$ cat src/rtl/spi_reg_bridge.sv
// Byte-level command decoder behind an SPI slave shift stage.
// It turns received bytes into register-bus writes and reads, and supplies each byte to transmit.
module spi_reg_bridge #(
    parameter int         ADDR_W      = 7,
    parameter logic [7:0] STATUS_BYTE = 8'hA5,
    parameter bit         AUTO_INC    = 1'b1
) (
    input  logic              clk,
    input  logic              rst,
    input  logic              ena,
    input  logic              spi_ss,
    input  logic              rx_valid,
    input  logic [7:0]        rx_data,
    input  logic              tx_req,
    output logic [7:0]        tx_data,
    output logic [ADDR_W-1:0] reg_addr,
    output logic [7:0]        reg_wdata,
    output logic              reg_wr,
    output logic              reg_rd,
    input  logic [7:0]        reg_rdata,
    output logic              busy,
    output logic              frame_err
);

    typedef enum logic [2:0] {IDLE, CMD, WR, RD_FETCH, RD} state_t;

    state_t            state, state_next;
    logic              ss_q;
    logic              ss_fall;
    logic [ADDR_W-1:0] addr_q, addr_next;
    logic [7:0]        wdata_q, wdata_next;
    logic [7:0]        tx_q, tx_next;
    logic              wr_q, wr_next;
    logic              rd_q, rd_next;
    logic              err_q, err_next;

    assign ss_fall = ss_q & ~spi_ss;

    always_ff @(posedge clk or negedge rst) begin
        if (!rst) begin
            state   <= IDLE;
            ss_q    <= 1'b1;
            addr_q  <= '0;
            wdata_q <= 8'h00;
            tx_q    <= STATUS_BYTE;
            wr_q    <= 1'b0;
            rd_q    <= 1'b0;
            err_q   <= 1'b0;
        end else if (ena) begin
            state   <= state_next;
            ss_q    <= spi_ss;
            addr_q  <= addr_next;
            wdata_q <= wdata_next;
            tx_q    <= tx_next;
            wr_q    <= wr_next;
            rd_q    <= rd_next;
            err_q   <= err_next;
        end
    end

    // A read strobe shares its clk with RD_FETCH, which captures the data at the end of that clk.
    always_comb begin
        state_next = state;
        addr_next  = addr_q;
        wdata_next = wdata_q;
        tx_next    = tx_q;
        wr_next    = 1'b0;
        rd_next    = 1'b0;
        err_next   = err_q;
        if (spi_ss) begin
            state_next = IDLE;
            if (state == CMD) begin
                err_next = 1'b1;
            end
        end else begin
            if (wr_q && AUTO_INC) begin
                addr_next = addr_q + 1'b1;
            end
            case (state)
                IDLE: begin
                    if (ss_fall) begin
                        state_next = CMD;
                        err_next   = 1'b0;
                        tx_next    = STATUS_BYTE;
                    end
                end
                CMD: begin
                    if (rx_valid) begin
                        addr_next = rx_data[ADDR_W-1:0];
                        if (rx_data[7]) begin
                            rd_next    = 1'b1;
                            state_next = RD_FETCH;
                        end else begin
                            state_next = WR;
                        end
                    end
                end
                WR: begin
                    if (rx_valid) begin
                        wr_next    = 1'b1;
                        wdata_next = rx_data;
                    end
                end
                RD_FETCH: begin
                    tx_next    = reg_rdata;
                    state_next = RD;
                end
                RD: begin
                    if (tx_req) begin
                        if (AUTO_INC) begin
                            addr_next = addr_q + 1'b1;
                        end
                        rd_next    = 1'b1;
                        state_next = RD_FETCH;
                    end
                end
                default: state_next = IDLE;
            endcase
        end
    end

    assign tx_data   = tx_q;
    assign reg_addr  = addr_q;
    assign reg_wdata = wdata_q;
    assign reg_wr    = wr_q & ena;
    assign reg_rd    = rd_q & ena;
    assign busy      = (state != IDLE);
    assign frame_err = err_q;

endmodule

$ cat config.mk
export PLATFORM = sky130hd
export DESIGN_NAME = spi_reg_bridge
export DESIGN_NICKNAME = d
export VERILOG_FILES = /design/src/rtl/spi_reg_bridge.sv
export SDC_FILE = /design/constraint.sdc
export NUM_CORES = 1
export LEC_CHECK = 0
export CAP_MARGIN = 20
export CORE_ASPECT_RATIO = 2
export CORE_MARGIN = 8
export CORE_UTILIZATION = 42
export DETAILED_ROUTE_END_ITERATION = 8
export GPL_ROUTABILITY_DRIVEN = 0
export PLACE_DENSITY_LB_ADDON = 0.12
export SYNTH_ARGS = -nofsm -noshare
export SYNTH_HDL_FRONTEND = slang
export SYNTH_SLANG_ARGS = --single-unit
$ cat constraint.sdc
create_clock -name clk -period 1.58 [get_ports clk]
set_clock_uncertainty 0.2 [all_clocks]
set_input_delay 0.316 -clock clk [delete_from_list [all_inputs] [get_ports clk]]
set_output_delay 0.316 -clock clk [all_outputs]
set_load 0.03 [all_outputs]
After elaboration in Yosys (flattened, before gate mapping)
Cells that the tools add are included.
Widths: inputs -> output; s select.
{"block": "word_totals", "ff_bits": 30}
{"block": "op_classes", "n_addsub": 1, "eq_ne": 10, "reduce_logical": 10, "n_bitwise": 4, "muxes": 24}
{"operator": "$mux 7", "count": 3}
{"operator": "$pmux 8 s2", "count": 1}
{"operator": "$pmux 3 s5", "count": 1}
{"operator": "$pmux 7 s2", "count": 1}
{"operator": "$mux 1", "count": 12}
{"operator": "$mux 3", "count": 4}
{"operator": "$reduce_and 4->1", "count": 3}
{"operator": "$ne 3x3->1 const B", "count": 3}
{"operator": "$mux 8", "count": 1}
{"operator": "$add 7x1->7 const B", "count": 1}
{"operator": "$eq 3x2->1 const B", "count": 2}
{"operator": "$reduce_bool 2->1", "count": 3}
{"operator": "$reduce_and 5->1", "count": 1}
{"operator": "$ne 2x2->1 const B", "count": 2}
{"operator": "$and 1x1->1", "count": 3}
{"operator": "$eq 3x1->1 const B", "count": 1}
{"operator": "$eq 3x3->1 const B", "count": 1}
{"operator": "$logic_not 3->1", "count": 1}
{"operator": "$reduce_bool 3->1", "count": 1}
{"operator": "$ne 2x1->1 const B", "count": 1}
{"operator": "$pmux 1 s2", "count": 1}
{"operator": "$reduce_and 2->1", "count": 1}
{"operator": "$not 1->1", "count": 1}

Longest topological paths before layout
{"block": "logic_depth", "word_depth": 5, "depth_mapped": 7, "mapped_depth_nobuf": 4}

Worst setup path before layout
No wires, ideal clock.
{"block": "synth_path", "kind": "input to register", "startpoint": "in ena", "endpoint": "reg wdata_q[0] (netlist: reg_wdata[0])", "cell_stages": 5, "slack_ps": -174, "path_buffers": 2, "arrival_ps": 1429, "setup_ps": 125, "path_cell_list": "buf_4 > nand2b_1 > buf_6 > nor4_4 > mux2_2"}
{"block": "synth_via", "elab_chain_cells": 1}
{"element": "start: declaration", "line_no": "10", "source": "input logic ena,"}
{"element": "$reduce_and 4->1 (no source line)"}
{"element": "end signal: assignment", "line_no": "53", "source": "wdata_q <= wdata_next;"}
{"element": "end: declaration", "line_no": "31", "source": "logic [7:0] wdata_q, wdata_next;"}
Every way passes these cells.
A chain may end at the register's enable or synchronous reset.

Worst setup path in the final report
{"block": "layout_path", "startpoint": "reg state[2]", "endpoint": "out busy"}
{"block": "layout_via", "elab_chain_cells": 1}
{"element": "start: declaration", "line_no": "27", "source": "state_t state, state_next;"}
{"element": "start signal: assignment", "line_no": "50", "source": "state <= state_next;"}
{"element": "$reduce_bool 3->1", "line_no": "127", "source": "assign busy = (state != IDLE);"}
{"element": "end: declaration", "line_no": "21", "source": "output logic busy,"}
Every way passes these cells.

==> metrics.cfg <==
[outcome]
status=finished with violations
violations=negative setup slack

[worst_setup_path]
crit_arrival_ns=1.34
r2r_setup_slack_ns=-0.25
crit_path_start_kind=flop
path_class=flop to output pin
endpoint_kind=output pin
crit_fanout=2
r2r-start=state[1]
reg2reg_depth=5
r2r_end=reg_addr[4]
required_ns=1.06
critPathLaunch=state[2]
endpoint=busy

[hold_path]
hp-class=primary input to asynchronous set/reset pin

[synth]
syn_area_per_cell_sq_um=10.56
synthArstFlopShare_pct=100.0
syn_area_sq_um=1574
ys_seq_area_share_pct=48.09
syn_nets=172
ys_seq_elements=30
synthCells=149
synth_area_leaders=dfrtp_1, dfstp_2, mux2_2
yosysWarnings=0
synth_flop_cell=dfrtp_1
synth_edf_count=0
yosysTopAreaCell=dfrtp_1
yosys.area.top_type_share_pct=39.75
synth_cell_type_count=46

[finish]
area_delta_synth_final_pct=82.11
nNetsFinal=264
mostFrequentLayoutCell=buf_4
diodes=0
stdcell_area_sq_um=2867
post_route_cells_drive_above_1_share_pct=54.13
final_cells=291
layout_common_cells=buf_4, dfrtp_1, clkdlybuf4s50_1
fillers=239

[cts]
root_buffer=clkbuf_8
clockBufferDepth=2
numClockSinks=30
clock_latency_ns=0.28
htreeDepth=2
cts_tree=done
cts_inserted_buffers=5
clk_pin_slew_worst_paths_ns=0.07

[placement]
dp_hpwl_mm=3.704
dp_cells=265
numPortBuffers=48
dp_slack_ns=-0.4754
dpl_cell_area_sq_um=2325

[detailed_routing]
dr.pass1.iters=4
postRouteAntennaNets=0
viasPerCell=5.735
drc=0
vias=1669
drt_iter0_markers=53
wl_per_cell_um=20.21
drt-total-wl_mm=5.882

[floorplan]
io_pins=49
die_h_um=102.6
fp.coreArea_sq_um=3607
die_w_um=59.29
initial_core_util_pct=43.64
fp-row-count=31
fp.dieArea_sq_um=6081

[sta]
final.setup.tns_ns=-4.940
fmax_mhz=538.3
tightest_slew_ns=0.3159
layout_setup_ws_ns=-0.2777
period_minus_slack_ns=1.858
rsz0062_at_grt=true
finalCritPeriodShare_pct=117.6
drv_slew=0
setup_viol=30
slew_headroom_pct=79.02
hold_viol=0

[power_and_ir_drop]
leakage_nw=1.263
irDropWorstVdd_mv=0.9117
p_per_area_nw_per_um2=1287

[grt]
grt_pass1_wl_mm=8.866
grt_overflow=0
track_usage_pct=19.16
grt_max_degree=31
first_global_vias=1863
antenna_found_initial=0

[flow_run]
cap_viol_max_count=0

[Yosys cell counts, drive strengths merged (2+ instances only)]
cell / count
dfrtp: 25
nand2: 10
o21ai: 10
mux2: 9
a22o: 7
a21oi: 6
buf: 6
clkbuf: 5
dfstp: 5
inv: 5
nor2: 5
a2bb2oi: 4
nor3: 4
o22a: 4
a21o: 3
nand3: 3
nor3b: 3
o2111ai: 3
o22ai: 3
or3: 3
and2: 2
and4bb: 2
nor4: 2
nor4b: 2
o21bai: 2
[worst min path at each step]
stage	slack, ns	end	start
after CTS	0.20	reg_addr[3]	rst
after global placement	0.27	rd_q	rd_q
after detailed placement	0.29	tx_data[6]	tx_data[6]
after floorplan	-0.18	frame_err	rst
final	0.19	reg_addr[3]	rst
after global routing	0.22	reg_addr[3]	rst
[timing repair]
| action | 4_1_cts | 5_1_grt |
|---|---|---|
| setup buffers | 10 | 8 |
| endpoints found under the setup margin | 35 | 34 |
| hold buffers | 0 | 0 |
| pin swaps | 16 | 11 |
| endpoints found under the hold margin | 0 | 0 |
| resized for setup | 64 | 26 |
| cloned | 1 | 0 |
[routing by layer]
layer | part of all wire [%] | vias to the layer above | GRT usage (%)
met5 | 0 | - | 0
met4 | 6.1 | 0 | 12.62
met3 | 5.0 | 25 | 5.000
met2 | 57 | 64 | 35.56
met1 | 32 | 833 | 17.12
li1 | - | 747 | -
[state kept, by name, indices dropped and copies added (netlist names)]
register,cells
reg_wdata,8
frame_err,1
reg_addr,7
state,3
wr_q,1
ss_q,1
rd_q,1
tx_data,8
[cell families after synthesis]
kind of cell,count (synthesis),share of synthesized area [%]
AOI/OAI and AO/OA,51,23.29
muxes,9,6.439
DFF,30,48.09
and+or+nand+nor,41,16.06
adders and majority gates,1,0.7948
xor gates and xnor gates,1,0.5565
buffers and inverters,16,4.769
[metrics by stage]
stage	total power, mW	hold slack [ns]	util [%]
CTS	3.564	0.2047	75.23
detailed placement	2.607	0.2869	64.45
global placement	2.559	0.2717	64.45
floorplan	1.907	-0.1796	-
finish	3.689	0.1945	79.47
global route	3.839	0.2165	79.47
[worst max-delay path, stage by stage, from the launching register on]
cell,delay [ns]
dfrtp_2,0.41
buf_6,0.12
or3_4,0.38
buf_6,0.15
[power by group]
part           switching [mW]  total [mW]  internal [mW]
Clock                   0.296       0.810          0.514
Combinational           0.860        1.68          0.822
Sequential              0.220        1.20          0.977
[final cells by class]
class	instances	area (sq um)	share of cell area (%)
inverter	5	18.77	0.6547
timing repair buffer	96	918.4	32.04
multi-input combinational	103	987.2	34.44
clock buffer	7	86.33	3.012
sequential	30	764.5	26.67
tap	49	61.31	2.139
clock inverter	1	30.03	1.048
(Power assumes the default switching activity.)
